`src/rtl/led_serial_driver_pkg.sv`:
```
// Shared types and defaults for the LED serial-bus driver.
package led_serial_driver_pkg;

    localparam int unsigned DATA_WIDTH_DEF = 16;
    localparam int unsigned CLK_DIV_DEF    = 4;

    typedef enum logic [1:0] {
        ST_IDLE  = 2'd0,
        ST_LOAD  = 2'd1,
        ST_SHIFT = 2'd2,
        ST_LATCH = 2'd3
    } state_e;

    // Counter width able to hold 0..n-1 with one bit of headroom.
    function automatic int unsigned cnt_width(input int unsigned n);
        return $clog2(n) + 1;
    endfunction

endpackage

```
`src/rtl/led_serial_driver_if.sv`:
```
// Request handshake plus the four-wire LED shift-register bus.
interface led_serial_driver_if
    import led_serial_driver_pkg::*;
#(
    parameter int unsigned DATA_WIDTH = DATA_WIDTH_DEF
);

    logic                  start;
    logic [DATA_WIDTH-1:0] data_in;
    logic                  ready;
    logic                  led_clk;
    logic                  led_dat;
    logic                  led_pen;
    logic                  led_clrn;

    modport master (
        output start, data_in,
        input  ready, led_clk, led_dat, led_pen, led_clrn
    );

    modport slave (
        input  start, data_in,
        output ready, led_clk, led_dat, led_pen, led_clrn
    );

endinterface

```
`src/rtl/led_serial_driver_shiftreg.sv`:
```
// Enabled shift register: parallel load or right shift with a serial fill bit.
module led_serial_driver_shiftreg #(
    parameter int unsigned BIT_WIDTH = 16
) (
    input  logic                 clk,
    input  logic                 rstn,
    input  logic                 en_i,
    input  logic                 shiftn_loadp_i,
    input  logic                 shift_in_i,
    input  logic [BIT_WIDTH-1:0] load_i,
    output logic [BIT_WIDTH-1:0] q_o
);

    logic [BIT_WIDTH-1:0] q_q;
    logic [BIT_WIDTH-1:0] q_d;

    always_comb begin
        q_d = q_q;
        if (en_i) begin
            if (shiftn_loadp_i) begin
                q_d = load_i;
            end else begin
                q_d = {shift_in_i, q_q[BIT_WIDTH-1:1]};
            end
        end
    end

    always_ff @(posedge clk) begin
        if (!rstn) begin
            q_q <= '0;
        end else begin
            q_q <= q_d;
        end
    end

    assign q_o = q_q;

endmodule

```
`src/rtl/led_serial_driver.sv`:
```
// Shifts one parallel word LSB-first onto the LED chain with a divided
// serial clock, then pulses the latch enable.
module led_serial_driver
    import led_serial_driver_pkg::*;
#(
    parameter int unsigned DATA_WIDTH = DATA_WIDTH_DEF,
    parameter int unsigned CLK_DIV    = CLK_DIV_DEF
) (
    input logic                clk,
    input logic                rstn,
    led_serial_driver_if.slave bus
);

    localparam int unsigned DIV_W = cnt_width(CLK_DIV);
    localparam int unsigned BIT_W = cnt_width(DATA_WIDTH);
    localparam logic [DIV_W-1:0] DIV_LAST = DIV_W'(CLK_DIV - 1);
    localparam logic [BIT_W-1:0] BIT_LAST = BIT_W'(DATA_WIDTH - 1);

    state_e                state_q;
    state_e                state_d;
    logic [DIV_W-1:0]      div_q;
    logic [DIV_W-1:0]      div_d;
    logic [BIT_W-1:0]      bit_q;
    logic [BIT_W-1:0]      bit_d;
    logic [DATA_WIDTH-1:0] data_q;
    logic [DATA_WIDTH-1:0] data_d;
    logic [DATA_WIDTH-1:0] shift_q;
    logic                  ready_q;
    logic                  ready_d;
    logic                  clk_q;
    logic                  clk_d;
    logic                  dat_q;
    logic                  dat_d;
    logic                  pen_q;
    logic                  pen_d;
    logic                  clrn_q;
    logic                  sr_en;
    logic                  sr_load;
    logic                  accept;
    logic                  div_end;
    logic                  bit_end;
    logic                  unused_shift;

    assign accept       = (state_q == ST_IDLE) && bus.start;
    assign div_end      = (div_q == DIV_LAST);
    assign bit_end      = (bit_q == BIT_LAST);
    assign unused_shift = ^shift_q;

    always_ff @(posedge clk) begin
        if (!rstn) begin
            state_q <= ST_IDLE;
        end else begin
            state_q <= state_d;
        end
    end

    always_comb begin
        state_d = state_q;
        case (state_q)
            ST_IDLE:  if (accept) state_d = ST_LOAD;
            ST_LOAD:  state_d = ST_SHIFT;
            ST_SHIFT: if (clk_q && div_end && bit_end) state_d = ST_LATCH;
            ST_LATCH: if (div_end) state_d = ST_IDLE;
            default:  state_d = ST_IDLE;
        endcase
    end

    // Bit edges happen at the end of the high phase; led_dat moves only then,
    // except on the final bit where it holds through LATCH and IDLE.
    always_comb begin
        div_d   = div_q;
        bit_d   = bit_q;
        data_d  = data_q;
        clk_d   = 1'b0;
        dat_d   = dat_q;
        sr_en   = 1'b0;
        sr_load = 1'b0;
        case (state_q)
            ST_IDLE: begin
                if (accept) data_d = bus.data_in;
            end
            ST_LOAD: begin
                sr_en   = 1'b1;
                sr_load = 1'b1;
                div_d   = '0;
                bit_d   = '0;
                dat_d   = data_q[0];
            end
            ST_SHIFT: begin
                clk_d = clk_q;
                if (div_end) begin
                    div_d = '0;
                    clk_d = ~clk_q;
                    if (clk_q) begin
                        sr_en = 1'b1;
                        if (bit_end) begin
                            bit_d = '0;
                        end else begin
                            bit_d = bit_q + BIT_W'(1);
                            dat_d = shift_q[1];
                        end
                    end
                end else begin
                    div_d = div_q + DIV_W'(1);
                end
            end
            ST_LATCH: begin
                div_d = div_end ? '0 : div_q + DIV_W'(1);
            end
            default: ;
        endcase
        ready_d = (state_d == ST_IDLE);
        pen_d   = (state_d == ST_LATCH);
    end

    always_ff @(posedge clk) begin
        if (!rstn) begin
            div_q   <= '0;
            bit_q   <= '0;
            data_q  <= '0;
            ready_q <= 1'b1;
            clk_q   <= 1'b0;
            dat_q   <= 1'b0;
            pen_q   <= 1'b0;
            clrn_q  <= 1'b0;
        end else begin
            div_q   <= div_d;
            bit_q   <= bit_d;
            data_q  <= data_d;
            ready_q <= ready_d;
            clk_q   <= clk_d;
            dat_q   <= dat_d;
            pen_q   <= pen_d;
            clrn_q  <= 1'b1;
        end
    end

    led_serial_driver_shiftreg #(
        .BIT_WIDTH (DATA_WIDTH)
    ) u_shiftreg (
        .clk            (clk),
        .rstn           (rstn),
        .en_i           (sr_en),
        .shiftn_loadp_i (sr_load),
        .shift_in_i     (1'b0),
        .load_i         (data_q),
        .q_o            (shift_q)
    );

    assign bus.ready    = ready_q;
    assign bus.led_clk  = clk_q;
    assign bus.led_dat  = dat_q;
    assign bus.led_pen  = pen_q;
    assign bus.led_clrn = clrn_q;

endmodule

```
`src/flat_wrapper.sv`:
```
// flat-port wrapper written by rule: the top's interface ports become plain ports
module led_serial_driver_flat import led_serial_driver_pkg::*;
#(
    parameter int unsigned DATA_WIDTH = DATA_WIDTH_DEF,
    parameter int unsigned CLK_DIV    = CLK_DIV_DEF
)
  (clk, rstn, bus_start, bus_data_in, bus_ready, bus_led_clk, bus_led_dat, bus_led_pen, bus_led_clrn);
  led_serial_driver_if #(.DATA_WIDTH(DATA_WIDTH)) bus_i ();
  input logic clk;
  input logic rstn;
  input wire logic [$bits(bus_i.start)-1:0] bus_start;
  input wire logic [$bits(bus_i.data_in)-1:0] bus_data_in;
  output wire logic [$bits(bus_i.ready)-1:0] bus_ready;
  output wire logic [$bits(bus_i.led_clk)-1:0] bus_led_clk;
  output wire logic [$bits(bus_i.led_dat)-1:0] bus_led_dat;
  output wire logic [$bits(bus_i.led_pen)-1:0] bus_led_pen;
  output wire logic [$bits(bus_i.led_clrn)-1:0] bus_led_clrn;
  assign bus_i.start = bus_start;
  assign bus_i.data_in = bus_data_in;
  assign bus_ready = bus_i.ready;
  assign bus_led_clk = bus_i.led_clk;
  assign bus_led_dat = bus_i.led_dat;
  assign bus_led_pen = bus_i.led_pen;
  assign bus_led_clrn = bus_i.led_clrn;
  led_serial_driver #(.DATA_WIDTH(DATA_WIDTH), .CLK_DIV(CLK_DIV)) u_core (.clk(clk), .rstn(rstn), .bus(bus_i));
endmodule
```
`config.mk`:
```
export PLATFORM = sky130hd
export DESIGN_NAME = led_serial_driver_flat
export DESIGN_NICKNAME = d
export VERILOG_FILES = /design/src/rtl/led_serial_driver_pkg.sv /design/src/rtl/led_serial_driver_if.sv /design/src/rtl/led_serial_driver_shiftreg.sv /design/src/rtl/led_serial_driver.sv /design/src/flat_wrapper.sv
export SDC_FILE = /design/constraint.sdc
export NUM_CORES = 1
export LEC_CHECK = 0
export ABC_AREA = 1
export BUFFER_PORTS_ARGS = -buffer_cell sky130_fd_sc_hd__buf_2
export CAP_MARGIN = 5
export CORE_ASPECT_RATIO = 0.5
export CORE_MARGIN = 4
export CORE_UTILIZATION = 45
export CTS_CLUSTER_SIZE = 40
export DETAILED_ROUTE_END_ITERATION = 8
export HOLD_SLACK_MARGIN = 0.02
export MAX_ROUTING_LAYER = met4
export PLACE_DENSITY_LB_ADDON = 0.3
export SYNTH_ARGS = -nofsm -noshare
export SYNTH_HDL_FRONTEND = slang
export SYNTH_SLANG_ARGS = --single-unit
```
`constraint.sdc`:
```
create_clock -name clk -period 4.5 [get_ports clk]
set_input_delay 1.35 -clock clk [delete_from_list [all_inputs] [get_ports clk]]
set_output_delay 1.35 -clock clk [all_outputs]
set_load 0.02 [all_outputs]
```
# ---- Word level (Yosys, flattened, before mapping)
# Index checks and enable logic that the tools add are counted.
dict set report totals {
  reg_bits 47
  inputBits 19
  output_inout_bits 5
  elab_cells 54
}
dict set report classes {
  n_addsub 2
  n_eq_ne 9
  mux 20
  bitwise_logic 1
  reduce_logical 12
}
# op n
set ops {}
lappend ops {{$mux W16} 1}
lappend ops {{$mux W5} 3}
lappend ops {{$pmux W5 S2} 1}
lappend ops {{$pmux W2 S4} 1}
lappend ops {{$mux W1} 7}
lappend ops {{$eq A2 B2 Y1 const B} 3}
lappend ops {{$mux W2} 3}
lappend ops {{$pmux W3 S2} 1}
lappend ops {{$add A5 B1 Y5 const B} 1}
lappend ops {{$eq A5 B4 Y1 const B} 1}
lappend ops {{$logic_not A2 Y1} 2}
lappend ops {{$ne A2 B1 Y1 const B} 2}
lappend ops {{$pmux W1 S2} 2}
lappend ops {{$reduce_and A2 Y1} 2}
lappend ops {{$reduce_and A4 Y1} 1}
lappend ops {{$reduce_bool A2 Y1} 2}
lappend ops {{$add A3 B1 Y3 const B} 1}
lappend ops {{$eq A3 B2 Y1 const B} 1}
lappend ops {{$logic_and A1 B1 Y1} 3}
lappend ops {{$mux W3} 1}
lappend ops {{$reduce_and A3 Y1} 1}
lappend ops {{$eq A2 B1 Y1 const B} 1}
lappend ops {{$ne A2 B2 Y1 const B} 1}
lappend ops {{$reduce_or A2 Y1} 1}
lappend ops {{$not A1 Y1} 1}

# ---- Longest topological paths before layout
# Gate-level depths: netlist of run 1.
dict set report depth {
  depth_word 6
  mapped_depth 10
  ltp_nobuf 10
}

# ---- Hierarchy
# From an unflattened synthesis of run 1, not the netlist that was laid out.
dict set report unflattened {
  hier_cells 314
  area_unflattened_um2 2207.1
}
# module instances cells_each area_each_um2 seq_area_each_um2
set by_module_without_submodules {}
lappend by_module_without_submodules {led_serial_driver 1 177 1335.0 620.6}
lappend by_module_without_submodules {led_serial_driver_shiftreg 1 137 872.1 320.3}

# ---- Worst setup path after synthesis of run 1
# OpenSTA, ideal clock, no wires.
dict set report synth_timing {
  path_type {input-to-reg}
  startpoint {input port bus_start}
  endpoint {register u_core.data_q[10]}
  setup_ps 116
  t_arrival_ps 1935
  required_time_ps 4384
  slack_ps 2450
  cell_stages 5
  n_path_buf 1
  path_cell_list {nand2_1 > inv_1 > buf_2 > nor2_1 > nor2_1}
}
dict set report synth_between {
  elab_chain_len 2
}
# element line
set synth_rtl {}
lappend synth_rtl {{start, declared} flat_wrapper.sv:11} ;# input wire logic [$bits(bus_i.start)-1:0] bus_start;
lappend synth_rtl {{$logic_and A1 B1 Y1} led_serial_driver.sv:44} ;# assign accept = (state_q == ST_IDLE) && bus.start;
lappend synth_rtl {{$reduce_and A2 Y1 (no line)} n/a}
lappend synth_rtl {{end signal, assigned} led_serial_driver.sv:129} ;# data_q <= data_d;
lappend synth_rtl {{end, declared} led_serial_driver.sv:25} ;# logic [DATA_WIDTH-1:0] data_q;
# No other way between the ends.
# A chain may end at the register's enable or synchronous reset.

==> results_dict.tcl, run 1 <==
set metrics [dict create \
    hp-class "reg -> reg" \
    cts_tree "done" \
    drc 0 \
    p_leak_uw 0.00102 \
    path_buf_inv 3 \
    irDropWorstVdd_v 0.000164 \
    pwr_density_cell_nw_per_um2 523 \
    diodes 0 \
    wl_per_cell_um 10.6 \
    antenna_found_initial 0 \
    h-tree-depth 2 \
    max_stage_delay_ns 0.45 \
    syn_area_um2 2110 \
    maxCapViolCount 0 \
    hold_path_depth 2 \
    ys_warn_count 0 \
    clock_latency_ns 0.30 \
    layout_commonest_cell "nand2_1" \
    dpl_cell_area_um2 2200 \
    fin_util_pct 51.8 \
    grt_max_degree 38 \
    fin_crit_ns 2.25 \
    grt.overflow.total 0 \
    drv_slew 0 \
    chipHeight_um 56.5 \
    r2r_cells 7 \
    numPortBuffers 23 \
    drive_gt1_share_pct 14.4 \
    clock_path_buffers 2 \
    outcome "complete, no violations" \
    cp.required_ns 4.70 \
    ant_nets 0 \
    critPathCaptureType "flip-flop" \
    fin_ws_ns 2.25 \
    setup_viol 0 \
    cts_made_buffers 5 \
    coreArea_um2 4470 \
    met2_length_um 1640 \
    cts_hold_buf 0 \
    grt_usage_pct 14.4 \
    crit_type "in -> reg" \
    syn2layout_area_growth_pct 9.41 \
    final_area_um2 2310 \
    ys_ff_latch 46 \
    hold_viol_final 0 \
    maxSlewHeadroom_pct 31.7 \
    first_pass_iters 4 \
    crit_slowest_cell "buf_2" \
    cp.arrival_ns 2.46 \
    min_period_over_period_pct 50.1 \
    dp.final_hpwl_um 2780 \
    final_cell_mix "58 x nand2_1, 46 x dfxtp_1, 42 x nor2_1, 38 x o21ai_0, 33 x inv_1" \
    die_width_um 105 \
    drt-met1-wl_um 2030 \
    top_layer "met4" \
    rsz0062_at_grt "no" \
    io_pins 24 \
    route.met3.wl_um 136 \
    cts_resized 0 \
    vias 1757 \
    clock_skew_ns 0.00410 \
    die_area_um2 5920 \
    synth.distinct_cells 25 \
    hold_slack_ns 0.454 \
    worst-path-max-fanout 37 \
    dpl_worst_slack_ns 1.91 \
    yosysSeqAreaShare_pct 43.6 \
    cts_num_sinks 46 \
    crit_chain "buf_2 > inv_1 > a31oi_1 > nand2_1 > nand2_1 > inv_1" \
    first_global_vias 1599 \
    post-cts-setup-buffers 0 \
    final_nets 331 \
    synthCells 287 \
    grt_pass1_wl_um 6800 \
    drt-vias-per-instance 4.84 \
    tightest_slew_ns 1.03 \
    clock-root-buffer "clkbuf_8" \
    fp-row-count 17 \
    start_util_pct 47.3 \
    cts.clk_slew.worst_paths_ns 0.08 \
    start_kind "input port" \
    syn_nets 313 \
    tns_ns 0 \
    cp.depth 6 \
    wl_um 3860 \
    timing.fmax_mhz 444 \
    path_delay_family "buffers and inverters" \
    place_congestion 0.815 \
    drt_iter0_markers 71 \
    syn_area_per_cell_um2 7.36 \
]
cell usage after synthesis:
| cell type | number | share of area, % |
|---|---|---|
| a31oi_1 | 1 | 0.30 |
| buf_1 | 1 | 0.18 |
| nand3_1 | 11 | 2.6 |
| inv_1 | 33 | 5.9 |
| a21oi_2 | 3 | 1.2 |
| buf_2 | 3 | 0.71 |
| ha_1 | 7 | 4.1 |
| nor2_4 | 2 | 1.1 |
| inv_6 | 1 | 0.41 |
| nand2_1 | 58 | 10 |
| a21boi_0 | 1 | 0.36 |
| nand3_2 | 1 | 0.47 |
| nor3_1 | 1 | 0.24 |
| buf_6 | 5 | 2.7 |
| o21ai_0 | 38 | 9.0 |
| a21oi_1 | 19 | 4.5 |
| nor2_1 | 42 | 7.5 |
| dfxtp_1 | 46 | 44 |
| o21ai_1 | 4 | 0.95 |
| o21ai_2 | 3 | 1.2 |
| nand2_4 | 2 | 1.1 |
| or2_2 | 1 | 0.30 |
| buf_8 | 1 | 0.71 |
| clkbuf_1 | 2 | 0.36 |
| nand2_2 | 1 | 0.30 |
layer usage:
layer  global-route usage [%]  vias up
li1                         -      948
met1                     18.1      778
met2                     22.9       26
met3                     3.79        5
met4                     4.49        0
met5                        -        -
worst reg2reg max path, delay by kind of cell (launching register included):
family          cells  cell delay [ns]
buf+inv             1             0.11
simple gates        3             0.47
fa+ha+maj           1             0.84
flops               1             0.36
compound gates      2             0.28
through the flow:
stage	total power, µW	std cells
finish	1210	363
global route	1310	363
floorplan	873	287
detailed placement	921	355
global placement	912	355
CTS	1220	363
where the power goes:
group          switching [µW]  total, µW  internal (µW)
Sequential               33.5        506            473
Clock                     138        304            166
Combinational             269        399            129
flip-flops by register name, indices dropped and copies added (netlist names):
signal,cells
u_core.bus.led_pen,1
u_core.bus.led_clk,1
u_core.data_q,16
u_core.u_shiftreg.q_o,15
u_core.bus.led_clrn,1
u_core.bit_q,5
u_core.bus.ready,1
u_core.bus.led_dat,1
u_core.div_q,3
u_core.state_q,2
worst paths after layout:
path	end	slack [ns]	startpoint
max reg2reg	u_core.u_shiftreg.q_o[12]	2.33	u_core.state_q[1]
min reg2reg	u_core.u_shiftreg.q_o[12]	0.45	u_core.u_shiftreg.q_o[12]
min	u_core.u_shiftreg.q_o[12]	0.45	u_core.u_shiftreg.q_o[12]
max	u_core.bus.ready	2.25	rstn
area by class of cell:
| cell class | instances | area (µm²) |
|---|---|---|
| clock buffers | 6 | 72.6 |
| clock inverters | 2 | 37.5 |
| fillers | 452 | 2150 |
| inverters | 34 | 133 |
| multi-input cells | 195 | 962 |
| flip-flops and latches | 46 | 921 |
| well taps | 57 | 71.3 |
| repair buffers | 23 | 115 |
logic make-up after synthesis:
logic type / Yosys count / synth area share [%]
AOI/OAI and AO/OA: 69 / 17.6
and+or+nand+nor: 119 / 23.8
DFF: 46 / 43.6
adders and majority gates: 7 / 4.14
buffers and inverters: 46 / 10.9
Power figures use the tool's default switching activity.
==> inputs of run 2 (changes only) <==
--- a/config.mk
+++ b/config.mk
@@ -5,7 +5,7 @@
 export SDC_FILE = /design/constraint.sdc
 export NUM_CORES = 1
 export LEC_CHECK = 0
-export ABC_AREA = 1
+export ABC_AREA = 0
 export BUFFER_PORTS_ARGS = -buffer_cell sky130_fd_sc_hd__buf_2
 export CAP_MARGIN = 5
 export CORE_ASPECT_RATIO = 0.5
==> constraint.sdc (replaced) <==
create_clock -name clk -period 2.1 [get_ports clk]
set_input_delay 0.63 -clock clk [delete_from_list [all_inputs] [get_ports clk]]
set_output_delay 0.63 -clock clk [all_outputs]
set_load 0.02 [all_outputs]
==> results_dict.tcl, run 2 <==
set metrics [dict create \
    outcome "complete, no violations" \
    irDropWorstVdd_v 0.000450 \
    critPathCaptureType "flip-flop" \
    coreArea_um2 4100 \
    syn_area_per_cell_um2 9.13 \
    io_pins 24 \
    crit_type "reg -> reg" \
    cts.clk_slew.worst_paths_ns 0.09 \
    grt_usage_pct 14.2 \
    tns_ns 0 \
    timing.fmax_mhz 550 \
    wl_um 3730 \
    start_kind "flip-flop" \
    drt-vias-per-instance 5.16 \
    syn_nets 246 \
    final_nets 269 \
    first_global_vias 1425 \
    ant_nets 0 \
    cts_hold_buf 0 \
    hold_viol_final 0 \
    async_flop_share_pct 0 \
    largest_reg_flops 16 \
    fin_util_pct 55.6 \
    cts_resized 0 \
    start_util_pct 48.9 \
    min_period_over_period_pct 86.5 \
    clock_path_buffers 2 \
    fin_ws_ns 0.282 \
    vias 1539 \
    syn_area_um2 2010 \
    grt_max_degree 30 \
    first_pass_iters 4 \
    yosys-top-cells-area "dfxtp_1 46%, mux2i_1 7.5%, nand2_1 7.5%" \
    synth_most_common_cell "dfxtp_1" \
    synth_ff_type "dfxtp_1" \
    drc 0 \
    h-tree-depth 2 \
    grt_pass1_wl_um 6240 \
    final_cell_mix "46 x dfxtp_1, 40 x nand2_1, 23 x a21oi_1, 23 x buf_2, 22 x nor2_1" \
    cp.arrival_ns 2.06 \
    clock-root-buffer "clkbuf_8" \
    synth_edf_count 0 \
    dpl_worst_slack_ns 0.281 \
    wl_per_cell_um 12.5 \
    setup_viol 0 \
    synth_top_cell_by_area "dfxtp_1" \
    ys_ff_latch 46 \
    p_leak_uw 0.000866 \
    synthCells 220 \
    clock_skew_ns 0.0134 \
    pwr_density_cell_nw_per_um2 1140 \
    finalNonFillerCells 298 \
    maxCapViolCount 0 \
    yosysSeqAreaShare_pct 45.9 \
    maxSlewHeadroom_pct 77.0 \
    synth_top_area_share_pct 45.9 \
    layout_commonest_cell "dfxtp_1" \
    place_inst 290 \
    die_area_um2 5660 \
    cts_tree "done" \
    tightest_slew_ns 0.344 \
    grt.overflow.total 0 \
    cp.required_ns 2.34 \
    ys_warn_count 0 \
    numPortBuffers 23 \
    regMostFlops "u_core.data_q" \
    diodes 0 \
    chipHeight_um 55.2 \
    syn2layout_area_growth_pct 13.7 \
    drt_iter0_markers 47 \
    die_width_um 102 \
    drv_slew 0 \
    hp-class "reg -> reg" \
    synth.distinct_cells 40 \
    cts_num_sinks 46 \
    synthTopCellsByCount "46 x dfxtp_1, 40 x nand2_1, 23 x a21oi_1" \
    rsz0062_at_grt "no" \
    dp.final_hpwl_um 2710 \
    antenna_found_initial 0 \
    fin_crit_ns 1.82 \
    cts_made_buffers 5 \
    fillers 368 \
    clock_latency_ns 0.31 \
    worst-path-max-fanout 8 \
    hold_slack_ns 0.459 \
    drive_gt1_share_pct 21.3 \
    place_congestion 0.853 \
    fp-row-count 16 \
    post-cts-setup-buffers 0 \
]
## run 2: area by class of cell
type / instances / area [µm²] / share of cell area (%)
well taps: 54 / 67.6 / 2.96
multi-input cells: 156 / 1010 / 44.1
clock inverters: 3 / 23.8 / 1.04
clock buffers: 5 / 68.8 / 3.01
inverters: 4 / 15.0 / 0.658
repair buffers: 30 / 180 / 7.89
flip-flops and latches: 46 / 921 / 40.3
## run 2: cell families (layout without fill, tap and decap cells)
| group | after synthesis | after routing | share of synthesized area [%] |
|---|---|---|---|
| and+or+nand+nor | 81 | 81 | 17.9 |
| xor gates and xnor gates | 1 | 1 | 0.436 |
| DFF | 46 | 46 | 45.9 |
| buffers and inverters | 18 | 42 | 3.99 |
| muxes | 15 | 15 | 7.48 |
| adders and majority gates | 7 | 7 | 4.36 |
| AOI/OAI and AO/OA | 52 | 52 | 20.0 |
## run 2: worst paths after layout
| check | startpoint | to | slack [ns] | cells after the start |
|---|---|---|---|---|
| worst min register to register | u_core.bit_q[4] | u_core.bit_q[4] | 0.46 | 2 |
| worst max register to register | u_core.state_q[0] | u_core.bit_q[0] | 0.28 | 6 |
| worst min-delay path | u_core.bit_q[4] | u_core.bit_q[4] | 0.46 | 2 |
| worst max-delay path | u_core.state_q[0] | u_core.bit_q[0] | 0.28 | 6 |
## run 2: routing by layer
metal  up-vias  GRT usage, %  part of all wire (%)
li1        816             -                     -
met1       697          17.8                    50
met2        20          21.7                    45
met3         6          4.15                   3.6
met4         0          5.05                   1.2
met5         -             -                     0
## run 2: critical path, stage by stage, from the launching register on
cell and delay (ns):
dfxtp_1 0.41, inv_1 0.11, ha_1 0.31, inv_1 0.21, o21ai_4 0.12, or4_1 0.48
a21oi_1 0.13
## run 2: per-stage QoR
step                      cell area, µm²  total power, µW
final                               2280             2610
after global routing                2280             2790
after CTS                           2280             2650
after detailed placement            2190             2080
after global placement              2190             2050
after floorplan                     2010             1870
## run 2: power breakdown
group	internal, µW	switching, µW
Combinational	396	548
Clock	238	318
Sequential	1020	86.7
Total	1660	953
